==> config.mk <==
export PLATFORM = sky130hd
export DESIGN_NAME = vram_scanout_flat
export DESIGN_NICKNAME = d
export VERILOG_FILES = /design/src/rtl/vram_scanout_if.sv /design/src/rtl/vram_scanout.sv /design/src/flat_wrapper.sv
export SDC_FILE = /design/constraint.sdc
export NUM_CORES = 1
export LEC_CHECK = 0
export BUFFER_PORTS_ARGS = -buffer_cell sky130_fd_sc_hd__buf_4
export CAP_MARGIN = 25
export CORE_ASPECT_RATIO = 1.4
export CORE_MARGIN = 3
export CORE_UTILIZATION = 50
export DETAILED_ROUTE_END_ITERATION = 10
export PLACE_DENSITY = 0.72
export SYNTH_ARGS = -nofsm -noshare
export SYNTH_HDL_FRONTEND = slang
export SYNTH_SLANG_ARGS = --single-unit
==> constraint.sdc <==
create_clock -name clk -period 5.8 [get_ports clk]
set_input_delay 0.58 -clock clk [delete_from_list [all_inputs] [get_ports clk]]
set_output_delay 0.58 -clock clk [all_outputs]
set_load 0.01 [all_outputs]
==> src/rtl/vram_scanout_if.sv <==
// rtl/vram_scanout_if.sv - byte-wide VRAM read port between scanout and video RAM
interface vram_scanout_if;
    logic [14:0] addr_b;
    logic [7:0]  din_b;

    modport master (output addr_b, input din_b);
    modport slave  (input addr_b, output din_b);
endinterface

==> src/rtl/vram_scanout.sv <==
// rtl/vram_scanout.sv - 640x480@60 VGA scanout of a 512x384 1-bpp VRAM bitmap with border, scroll and vblank irq
module vram_scanout #(
    parameter logic [23:0] FG_RGB     = 24'hFFFFFF,
    parameter logic [23:0] BG_RGB     = 24'h000000,
    parameter logic [23:0] BORDER_RGB = 24'h0000AA,
    parameter int          V_ACTIVE   = 480,
    parameter int          V_FP       = 10,
    parameter int          V_SYNC     = 2,
    parameter int          V_BP       = 33,
    parameter int          WIN_Y0     = 48,
    parameter int          WIN_H      = 384
) (
    input  logic           clk,
    input  logic           reset,
    input  logic [8:0]     vscroll,
    vram_scanout_if.master vram,
    output logic           hsync_n,
    output logic           vsync_n,
    output logic           de,
    output logic [7:0]     red,
    output logic [7:0]     green,
    output logic [7:0]     blue,
    output logic           vblank_irq
);
    localparam logic [9:0] H_ACTIVE     = 10'd640;
    localparam logic [9:0] H_SYNC_FIRST = 10'd656;
    localparam logic [9:0] H_SYNC_LAST  = 10'd751;
    localparam logic [9:0] H_LAST       = 10'd799;
    localparam logic [9:0] WIN_X_FIRST  = 10'd64;
    localparam logic [9:0] WIN_X_LAST   = 10'd575;
    localparam logic [9:0] FETCH_FIRST  = 10'd62;
    localparam logic [9:0] FETCH_LAST   = 10'd566;
    localparam logic [9:0] V_ACT        = 10'(V_ACTIVE);
    localparam logic [9:0] V_SYNC_FIRST = 10'(V_ACTIVE + V_FP);
    localparam logic [9:0] V_SYNC_LAST  = 10'(V_ACTIVE + V_FP + V_SYNC - 1);
    localparam logic [9:0] V_LAST       = 10'(V_ACTIVE + V_FP + V_SYNC + V_BP - 1);
    localparam logic [9:0] WIN_Y_FIRST  = 10'(WIN_Y0);
    localparam logic [9:0] WIN_Y_LAST   = 10'(WIN_Y0 + WIN_H - 1);
    localparam logic [9:0] BMP_H        = 10'(WIN_H);
    localparam logic [8:0] SCROLL_H     = 9'(WIN_H);

    logic [9:0]  hc;
    logic [9:0]  vc;
    logic [8:0]  vs;
    logic [7:0]  shifter;
    logic [23:0] rgb;

    logic        de_d1;
    logic        hs_d1;
    logic        vsy_d1;
    logic        win_d1;
    logic        irq_d1;

    logic        de_c;
    logic        win_y_c;
    logic        win_c;
    logic        fetch_c;
    logic        load_c;
    logic        frame_mark_c;
    logic [9:0]  line_sum;
    logic [8:0]  line_l;
    logic [5:0]  col;

    // Fetch for the group starting at x is issued at hc = x-2: one clk for the
    // addr_b register, one for the VRAM read register, then the shifter loads at hc = x.
    always_comb begin
        de_c         = (hc < H_ACTIVE) && (vc < V_ACT);
        win_y_c      = (vc >= WIN_Y_FIRST) && (vc <= WIN_Y_LAST);
        win_c        = win_y_c && (hc >= WIN_X_FIRST) && (hc <= WIN_X_LAST);
        fetch_c      = win_y_c && (hc >= FETCH_FIRST) && (hc <= FETCH_LAST) && (hc[2:0] == 3'd6);
        load_c       = win_c && (hc[2:0] == 3'd0);
        frame_mark_c = (hc == 10'd0) && (vc == V_ACT);
        line_sum     = (vc - WIN_Y_FIRST) + {1'b0, vs};
        line_l       = (line_sum >= BMP_H) ? 9'(line_sum - BMP_H) : line_sum[8:0];
        col          = hc[8:3] - 6'd7;
    end

    always_ff @(posedge clk) begin
        if (reset) begin
            hc <= '0;
            vc <= '0;
        end else if (hc == H_LAST) begin
            hc <= '0;
            vc <= (vc == V_LAST) ? 10'd0 : vc + 10'd1;
        end else begin
            hc <= hc + 10'd1;
        end
    end

    // Scroll is captured at the start of vertical blank so a frame never tears.
    always_ff @(posedge clk) begin
        if (reset) begin
            vs <= '0;
        end else if (frame_mark_c) begin
            vs <= (vscroll >= SCROLL_H) ? vscroll - SCROLL_H : vscroll;
        end
    end

    always_ff @(posedge clk) begin
        if (reset) begin
            vram.addr_b <= '0;
        end else if (fetch_c) begin
            vram.addr_b <= {line_l, col};
        end
    end

    always_ff @(posedge clk) begin
        if (reset) begin
            shifter <= '0;
        end else if (load_c) begin
            shifter <= vram.din_b;
        end else begin
            shifter <= {shifter[6:0], 1'b0};
        end
    end

    always_ff @(posedge clk) begin
        if (reset) begin
            de_d1  <= 1'b0;
            hs_d1  <= 1'b1;
            vsy_d1 <= 1'b1;
            win_d1 <= 1'b0;
            irq_d1 <= 1'b0;
        end else begin
            de_d1  <= de_c;
            hs_d1  <= !((hc >= H_SYNC_FIRST) && (hc <= H_SYNC_LAST));
            vsy_d1 <= !((vc >= V_SYNC_FIRST) && (vc <= V_SYNC_LAST));
            win_d1 <= win_c;
            irq_d1 <= frame_mark_c;
        end
    end

    always_ff @(posedge clk) begin
        if (reset) begin
            hsync_n    <= 1'b1;
            vsync_n    <= 1'b1;
            de         <= 1'b0;
            vblank_irq <= 1'b0;
            rgb        <= '0;
        end else begin
            hsync_n    <= hs_d1;
            vsync_n    <= vsy_d1;
            de         <= de_d1;
            vblank_irq <= irq_d1;
            if (!de_d1) begin
                rgb <= '0;
            end else if (win_d1) begin
                rgb <= shifter[7] ? FG_RGB : BG_RGB;
            end else begin
                rgb <= BORDER_RGB;
            end
        end
    end

    assign red   = rgb[23:16];
    assign green = rgb[15:8];
    assign blue  = rgb[7:0];
endmodule

==> src/flat_wrapper.sv <==
// flat-port wrapper written by rule: the top's interface ports become plain ports
module vram_scanout_flat 
#(
    parameter logic [23:0] FG_RGB     = 24'hFFFFFF,
    parameter logic [23:0] BG_RGB     = 24'h000000,
    parameter logic [23:0] BORDER_RGB = 24'h0000AA,
    parameter int          V_ACTIVE   = 480,
    parameter int          V_FP       = 10,
    parameter int          V_SYNC     = 2,
    parameter int          V_BP       = 33,
    parameter int          WIN_Y0     = 48,
    parameter int          WIN_H      = 384
)
  (clk, reset, vscroll, hsync_n, vsync_n, de, red, green, blue, vblank_irq, vram_addr_b, vram_din_b);
  vram_scanout_if vram_i ();
  input  logic clk;
  input  logic reset;
  input  logic [8:0] vscroll;
  output logic hsync_n;
  output logic vsync_n;
  output logic de;
  output logic [7:0] red;
  output logic [7:0] green;
  output logic [7:0] blue;
  output logic vblank_irq;
  output wire logic [$bits(vram_i.addr_b)-1:0] vram_addr_b;
  input wire logic [$bits(vram_i.din_b)-1:0] vram_din_b;
  assign vram_addr_b = vram_i.addr_b;
  assign vram_i.din_b = vram_din_b;
  vram_scanout #(.FG_RGB(FG_RGB), .BG_RGB(BG_RGB), .BORDER_RGB(BORDER_RGB), .V_ACTIVE(V_ACTIVE), .V_FP(V_FP), .V_SYNC(V_SYNC), .V_BP(V_BP), .WIN_Y0(WIN_Y0), .WIN_H(WIN_H)) u_core (.clk(clk), .reset(reset), .vscroll(vscroll), .vram(vram_i), .hsync_n(hsync_n), .vsync_n(vsync_n), .de(de), .red(red), .green(green), .blue(blue), .vblank_irq(vblank_irq));
endmodule
==> results of run 1 <==
==> path summary, 6_finish.rpt <==
kind / from / to / slack, ns / cells after the start
worst max register to register: u_core.vc[1]$_SDFFE_PP0P_ / u_core.vram.addr_b[13]$_SDFFE_PP0P_ / 3.16 / 10
worst min register to register: u_core.vsy_d1$_SDFF_PP1_ / u_core.vsync_n$_SDFF_PP1_ / 0.41 / 1
worst min-delay path: u_core.vsy_d1$_SDFF_PP1_ / u_core.vsync_n$_SDFF_PP1_ / 0.41 / 1
worst max-delay path: u_core.vc[1]$_SDFFE_PP0P_ / u_core.vram.addr_b[13]$_SDFFE_PP0P_ / 3.16 / 10
==> worst max-delay path, delay by kind of cell (launching register included) <==
kind | cells | cell delay [ns]
adder cells (fa/ha/maj) | 3 | 0.85
AO/OA/AOI/OAI | 3 | 0.68
AND/OR/NAND/NOR | 3 | 0.63
flip-flops | 1 | 0.34
buffers and inverters | 1 | 0.05
==> through the flow <==
step                      worst slack (ns)  cells  total power [uW]  utilization (%)  cell area, sq um
final                                3.161    519             820.6            59.63              4021
after global routing                 2.873    519             850.6            59.63              4021
after CTS                            3.184    519             829.1            59.63              4021
after detailed placement             3.221    504             480.9            56.92              3839
after global placement               3.299    504             480.0            56.92              3839
after floorplan                      3.444    392             466.3                -              3548
==> power by group through the flow <==
stage | logic (uW) | clock network [uW] | registers, uW
after floorplan | 18.1 | 0 | 448
after global placement | 30.8 | 0 | 449
after detailed placement | 31.3 | 0 | 450
after CTS | 31.4 | 358 | 440
after global routing | 34.5 | 376 | 440
final | 30.9 | 350 | 440
==> flip-flops by register name, indices dropped and copies added (netlist names), 2 cells and up <==
name,count
u_core.vs,9
u_core.shifter,8
u_core.vc,10
u_core.rgb,2
u_core.hc,10
u_core.vram.addr_b,15
==> cells in the final DEF, fill, tap and decap left out, drive strengths merged, types with 2 or more instances in the layout <==
master,n
nand3,11
inv,28
a21o,6
nor2,56
o211ai,4
nand4,5
and3,5
xor2,8
a311oi,2
a21oi,17
a211oi,7
o21ba,2
nand2b,6
ha,24
a211o,2
nand2,13
buf,62
dfxtp,63
o21ai,9
o31ai,3
nor4,6
clkbuf,12
or2,3
nor2b,3
and2,2
mux2i,22
o21bai,2
a31oi,2
or3,3
nor3,5
nor4b,2
nand3b,3
clkinv,2
nand4b,2
xnor2,15
==> cell families (layout without fill, tap and decap cells) <==
kind of cell	count (synthesis)	in the layout	share of synthesized area [%]
xor+xnor	23	23	5.677
flops	63	63	35.54
mux	22	22	6.206
compound gates	62	62	13.50
simple gates	127	127	18.90
fa+ha+maj	25	25	9.027
buf+inv	70	105	11.14
==> layout make-up <==
type / instances / area share (%)
clock buffers: 12 / 4.107
clock inverters: 3 / 0.4356
inverters: 28 / 2.614
multi-input cells: 259 / 47.04
flip-flops and latches: 63 / 31.36
well taps: 92 / 2.862
repair buffers: 62 / 11.57
==> routing by layer <==
metal,GRT usage [%],vias up
met1,19.30,1282
met5,0,-
met2,35.23,61
li1,-,1379
met3,3.846,20
met4,9.415,0
==> impl_metrics.yaml, run 1 <==
detailed_routing:
  wl_met1_mm: 2.876
  vias: 2742
  drc_errors: 0
  wirelength_mm: 7.322
  viasPerCell: 5.283
  met2RoutedLength_mm: 3.998
  drtIter0Drc: 88
  drt-wirelength-per-cell_microns: 14.11
  ant_nets: 0
  wl_met3_microns: 237
  drtPass1Iterations: 4
  top_layer_used: "met4"
final_layout:
  area_delta_synth_final_pct: 13.33
  drive_gt1_share_pct: 24.36
  antenna_cells: 0
  seq_area_sq_mm: 0.001261
  n_fill_cell: 653
  multi_input_area_sq_mm: 0.001892
  nets: 467
placed_design:
  dp_hpwl_mm: 5.364
  port-buffer-count: 61
  place.gp.congestion: 0.8142
yosys:
  synthDistinctLibCells: 57
  synth_edf_count: 0
  yosys-top-cells-area: "dfxtp_1, ha_1, mux2i_1"
  synth_top_area_share_pct: 35.54
  syn_avg_cell_area_sq_um: 9.052
  async_reset_ff_share_pct: 0
  yosys.area.top_type: "dfxtp_1"
  ys.flop_type: "dfxtp_1"
  ys_warn_count: 0
  synth_seq_area_share_pct: 35.54
  yosysMostFrequentCell: "dfxtp_1"
  synth.top_cells.by_count: "dfxtp_1, nor2_1, inv_1"
  synth_nets: 436
  ys_ff_latch: 63
  synth.cell_area_sq_mm: 0.003548
  syn_inst: 392
clock_network:
  insertion_delay_ns: 0.34
  cts_resized: 0
  clockBufferDepth: 2
  clk_pin_slew_worst_paths_ns: 0.07
  clock-sinks: 63
  cts-root-buf: "clkbuf_8"
  numCtsBuffers: 9
  ctsHoldBuffers: 0
  cts_tree: "yes"
  htree_num_levels: 3
  postCtsSetupBuffers: 0
timing:
  final.setup.tns_ns: 0
  post-route-period-util_pct: 45.50
  hold_violations: 0
  grt_setup_unrepaired: "no"
  whs_ns: 0.4078
  setup_viol: 0
  slew_headroom_pct: 30.33
  fmax_mhz: 378.9
  slew_violations: 0
  tightest_slew_ns: 1.039
  fin_crit_ns: 2.639
  skew_ns: 0.007556
critical_path:
  endpoint_kind: "flip-flop"
  worstPathMaxFanout: 5
  start_kind: "flip-flop"
  cp_slowest_cell: "fa_1"
  crit_required_ns: 6.05
  critPathKind: "flip-flop to flip-flop"
  arrival_ns: 2.89
  cpPeakStageDelay_ns: 0.40
  crit_chain: "ha_1 -> ha_1 -> inv_1 -> fa_1 -> nand2b_1 -> a21oi_1 -> nor3_1 -> nor3b_1 -> o32ai_1 -> a311oi_2"
  cpMostUsedCell: "ha_1"
global_routing:
  grt_pass1_wl_mm: 12.34
  antenna_found_initial: 0
  grt_pass1_vias: 2724
  grt_usage_pct: 18.77
  grt_remaining_overflow: 0
  grt_max_degree: 47
floorplanning:
  dieWidth_microns: 77.20
  io_pins: 62
  num_rows: 35
  placeableCoreArea_sq_mm: 0.006744
  die_h_microns: 105.7
  fp.dieArea_sq_mm: 0.008158
  start_util_pct: 52.62
pwr:
  power_leakage_uw: 0.001674
  p_int_uw: 636.3
  p_sw_share_pct: 22.45
  p_switching_uw: 184.2
  clockPowerShare_pct: 42.6
  p_seq_share_pct: 53.6
  power_density_mw_per_mm2: 204.1
  ir_drop_mv: 0.1580
  combPwrFrac_pct: 3.8
flow_run:
  drv_cap: 0
min_path:
  hp-class: "flip-flop to flip-flop"
run_status:
  status: "finished clean"
No activity file was read; power rests on OpenSTA's default activity.
==> run 2: changes to the inputs <==
- ABC_AREA: not set -> 1
- PLACE_DENSITY: 0.72 -> 0.75
- clock period: 5.8 -> 2.2 ns (I/O delays scaled with it)
==> run 2 against run 1 <==
- maximum frequency increased by 31%
- cell count is 27% higher
- utilization grew 2.2 points
- clock skew is essentially flat
- sequential share of layout area shrank 2.4 points
==> impl_metrics.yaml, run 2 <==
run_status:
  status: "finished clean"
final_layout:
  stdcell_area_sq_mm: 0.004373
  reg.largest.list: "u_core.vram.addr_b: 15 flops, u_core.hc: 10 flops, u_core.vc: 10 flops"
  utilization_pct: 61.84
  drive_gt1_share_pct: 24.02
  final_common_cell: "nand2_1"
  antenna_cells: 0
  area_delta_synth_final_pct: 17.76
  regMostFlops: "u_core.vram.addr_b"
  largest_register_ffs: 15
  final_cell_mix: "nand2_1, buf_4, inv_1"
  n_fill_cell: 647
  stdcell_count: 657
  nets: 601
timing:
  fin_crit_ns: 2.008
  fin_ws_ns: 0.1922
  slew_violations: 0
  skew_ns: 0.007950
  whs_ns: 0.05106
  hold_violations: 0
  post-route-period-util_pct: 91.26
  slew_headroom_pct: 58.26
  fmax_mhz: 498.1
  tightest_slew_ns: 0.6203
  setup_viol: 0
global_routing:
  grt_remaining_overflow: 0
  grt_usage_pct: 20.68
  grt_pass1_vias: 3153
  antenna_found_initial: 0
  grt_max_degree: 27
  grt_pass1_wl_mm: 13.83
pwr:
  combPwrFrac_pct: 4.8
  p_int_uw: 1897
  p_sw_share_pct: 21.40
  clockPowerShare_pct: 47.3
  ir_drop_mv: 0.3470
  p_seq_share_pct: 47.9
  power_leakage_uw: 0.002027
  power_density_mw_per_mm2: 552.1
  p_switching_uw: 516.7
critical_path:
  path_buf_inv: 2
  r2r-start: "u_core.vc[1]$_SDFFE_PP0P_"
  endpoint_kind: "flip-flop"
  cp_top_family: "adder cells"
  critPathLaunch: "u_core.vc[1]$_SDFFE_PP0P_"
  cpMostUsedCell: "nand2_1"
  start_kind: "flip-flop"
  endpoint: "u_core.vram.addr_b[13]$_SDFFE_PP0P_"
  reg2reg_to: "u_core.vram.addr_b[13]$_SDFFE_PP0P_"
  reg2reg_slack_ns: 0.19
  worst-r2r-cell-count: 14
  worstPathMaxFanout: 4
  cpPeakStageDelay_ns: 0.34
  cp.depth: 14
  critPathKind: "flip-flop to flip-flop"
  cp_slowest_cell: "dfxtp_2"
  arrival_ns: 2.26
  crit_chain: "ha_1 -> ha_2 -> inv_1 -> fa_2 -> inv_1 -> nand3_1 -> nand2_2 -> nand2_1 -> nand3_1 -> nand2_1 -> nand2_1 -> nand2_1 -> nor2_1 -> nor2_1"
  crit_required_ns: 2.45
detailed_routing:
  vias: 3364
  drtIter0Drc: 160
  viasPerCell: 5.120
  drc_errors: 0
  wirelength_mm: 8.344
  ant_nets: 0
  drtPass1Iterations: 4
  drt-wirelength-per-cell_microns: 12.70
clock_network:
  cts-root-buf: "clkbuf_8"
  htree_num_levels: 3
  clk_pin_slew_worst_paths_ns: 0.07
  clock-sinks: 63
  insertion_delay_ns: 0.35
  cts_tree: "yes"
  ctsHoldBuffers: 0
  clockBufferDepth: 2
  numCtsBuffers: 9
yosys:
  synth_edf_count: 0
  synth_nets: 553
  async_reset_ff_share_pct: 0
  syn_inst: 509
  syn_avg_cell_area_sq_um: 7.296
  yosys-top-cells-area: "dfxtp_1, nand2_1, ha_1"
  synthDistinctLibCells: 41
  ys_ff_latch: 63
  synth_top_area_share_pct: 33.96
  synth_seq_area_share_pct: 33.96
  yosysMostFrequentCell: "nand2_1"
  yosys.area.top_type: "dfxtp_1"
  synth.top_cells.by_count: "nand2_1, dfxtp_1, inv_1"
  ys.flop_type: "dfxtp_1"
  synth.cell_area_sq_mm: 0.003714
  ys_warn_count: 0
floorplanning:
  num_rows: 36
  placeableCoreArea_sq_mm: 0.007072
  die_h_microns: 108.0
  start_util_pct: 52.51
  dieWidth_microns: 78.84
  io_pins: 62
  fp.dieArea_sq_mm: 0.008512
placed_design:
  dp_hpwl_mm: 6.320
  dp_cells: 640
  place_area_sq_mm: 0.004108
  place.gp.congestion: 0.9255
  port-buffer-count: 61
  pre_cts_ws_ns: 0.04820
flow_run:
  drv_cap: 0
min_path:
  hp-class: "input pin to flip-flop"
## run 2: worst register-to-register path, delay by kind of cell, from the launching register on
kind,cells,cell delay (ns)
simple gates,9,0.65
flops,1,0.34
fa+ha+maj,3,0.80
buf+inv,2,0.13
## run 2: metrics by stage
step	power, uW	TNS (ns)
3_5_place_dp	1300	0
6_report	2414	0
2_1_floorplan	1244	0
4_1_cts	2440	0
5_1_grt	2485	-0.0002207
3_3_place_gp	1296	0
## run 2: cell families after synthesis
kind of cell             share of synthesized area, %
buffers and inverters                           14.18
AO/OA/AOI/OAI                                   9.299
AND/OR/NAND/NOR                                 30.15
flip-flops                                      33.96
XOR/XNOR                                        3.774
adder cells (fa/ha/maj)                         8.625
## run 2: repair_timing
item,CTS,global route
setup endpoints to repair,0,2
hold endpoints to repair,0,0
setup buffers,0,1
gates resized for setup,0,12
## run 2: power groups by stage
stage | clock [uW] | combinational, uW | sequential [uW]
final | 1140 | 116 | 1160
after detailed placement | 0 | 117 | 1180
after global routing | 1200 | 128 | 1160
after CTS | 1170 | 117 | 1160
after global placement | 0 | 113 | 1180
after floorplan | 0 | 62.4 | 1180
## run 2: how the worst min path moves through the flow
stage	to	depth (start not counted)	slack, ns	from
floorplan	u_core.vs[8]$_SDFFE_PP0P_	1	0.32	vscroll[7]
global placement	u_core.hsync_n$_SDFF_PP1_	1	0.39	u_core.hs_d1$_SDFF_PP1_
detailed placement	u_core.vsync_n$_SDFF_PP1_	1	0.39	u_core.vsy_d1$_SDFF_PP1_
CTS	u_core.vs[8]$_SDFFE_PP0P_	2	0.03	vscroll[7]
global route	u_core.vs[8]$_SDFFE_PP0P_	2	0.05	vscroll[7]
finish	u_core.vs[8]$_SDFFE_PP0P_	2	0.05	vscroll[7]
## run 2: layout make-up
cell class,instances,area [sq um],area share [%]
Inverter,71,269.0,6.152
Sequential cell,63,1266,28.96
Timing Repair Buffer,72,540.5,12.36
Multi-Input combinational cell,340,1954,44.69
Clock inverter,3,65.06,1.488
Tap cell,95,118.9,2.718
Clock buffer,13,158.9,3.634
## run 2: per-layer routing
layer | global-route usage [%] | routed length [microns] | vias up
li1 | - | - | 1707
met2 | 37.36 | 4319 | 101
met4 | 13.88 | 310 | 0
met3 | 3.250 | 409 | 24
met5 | 0 | 0 | -
met1 | 21.89 | 3304 | 1532
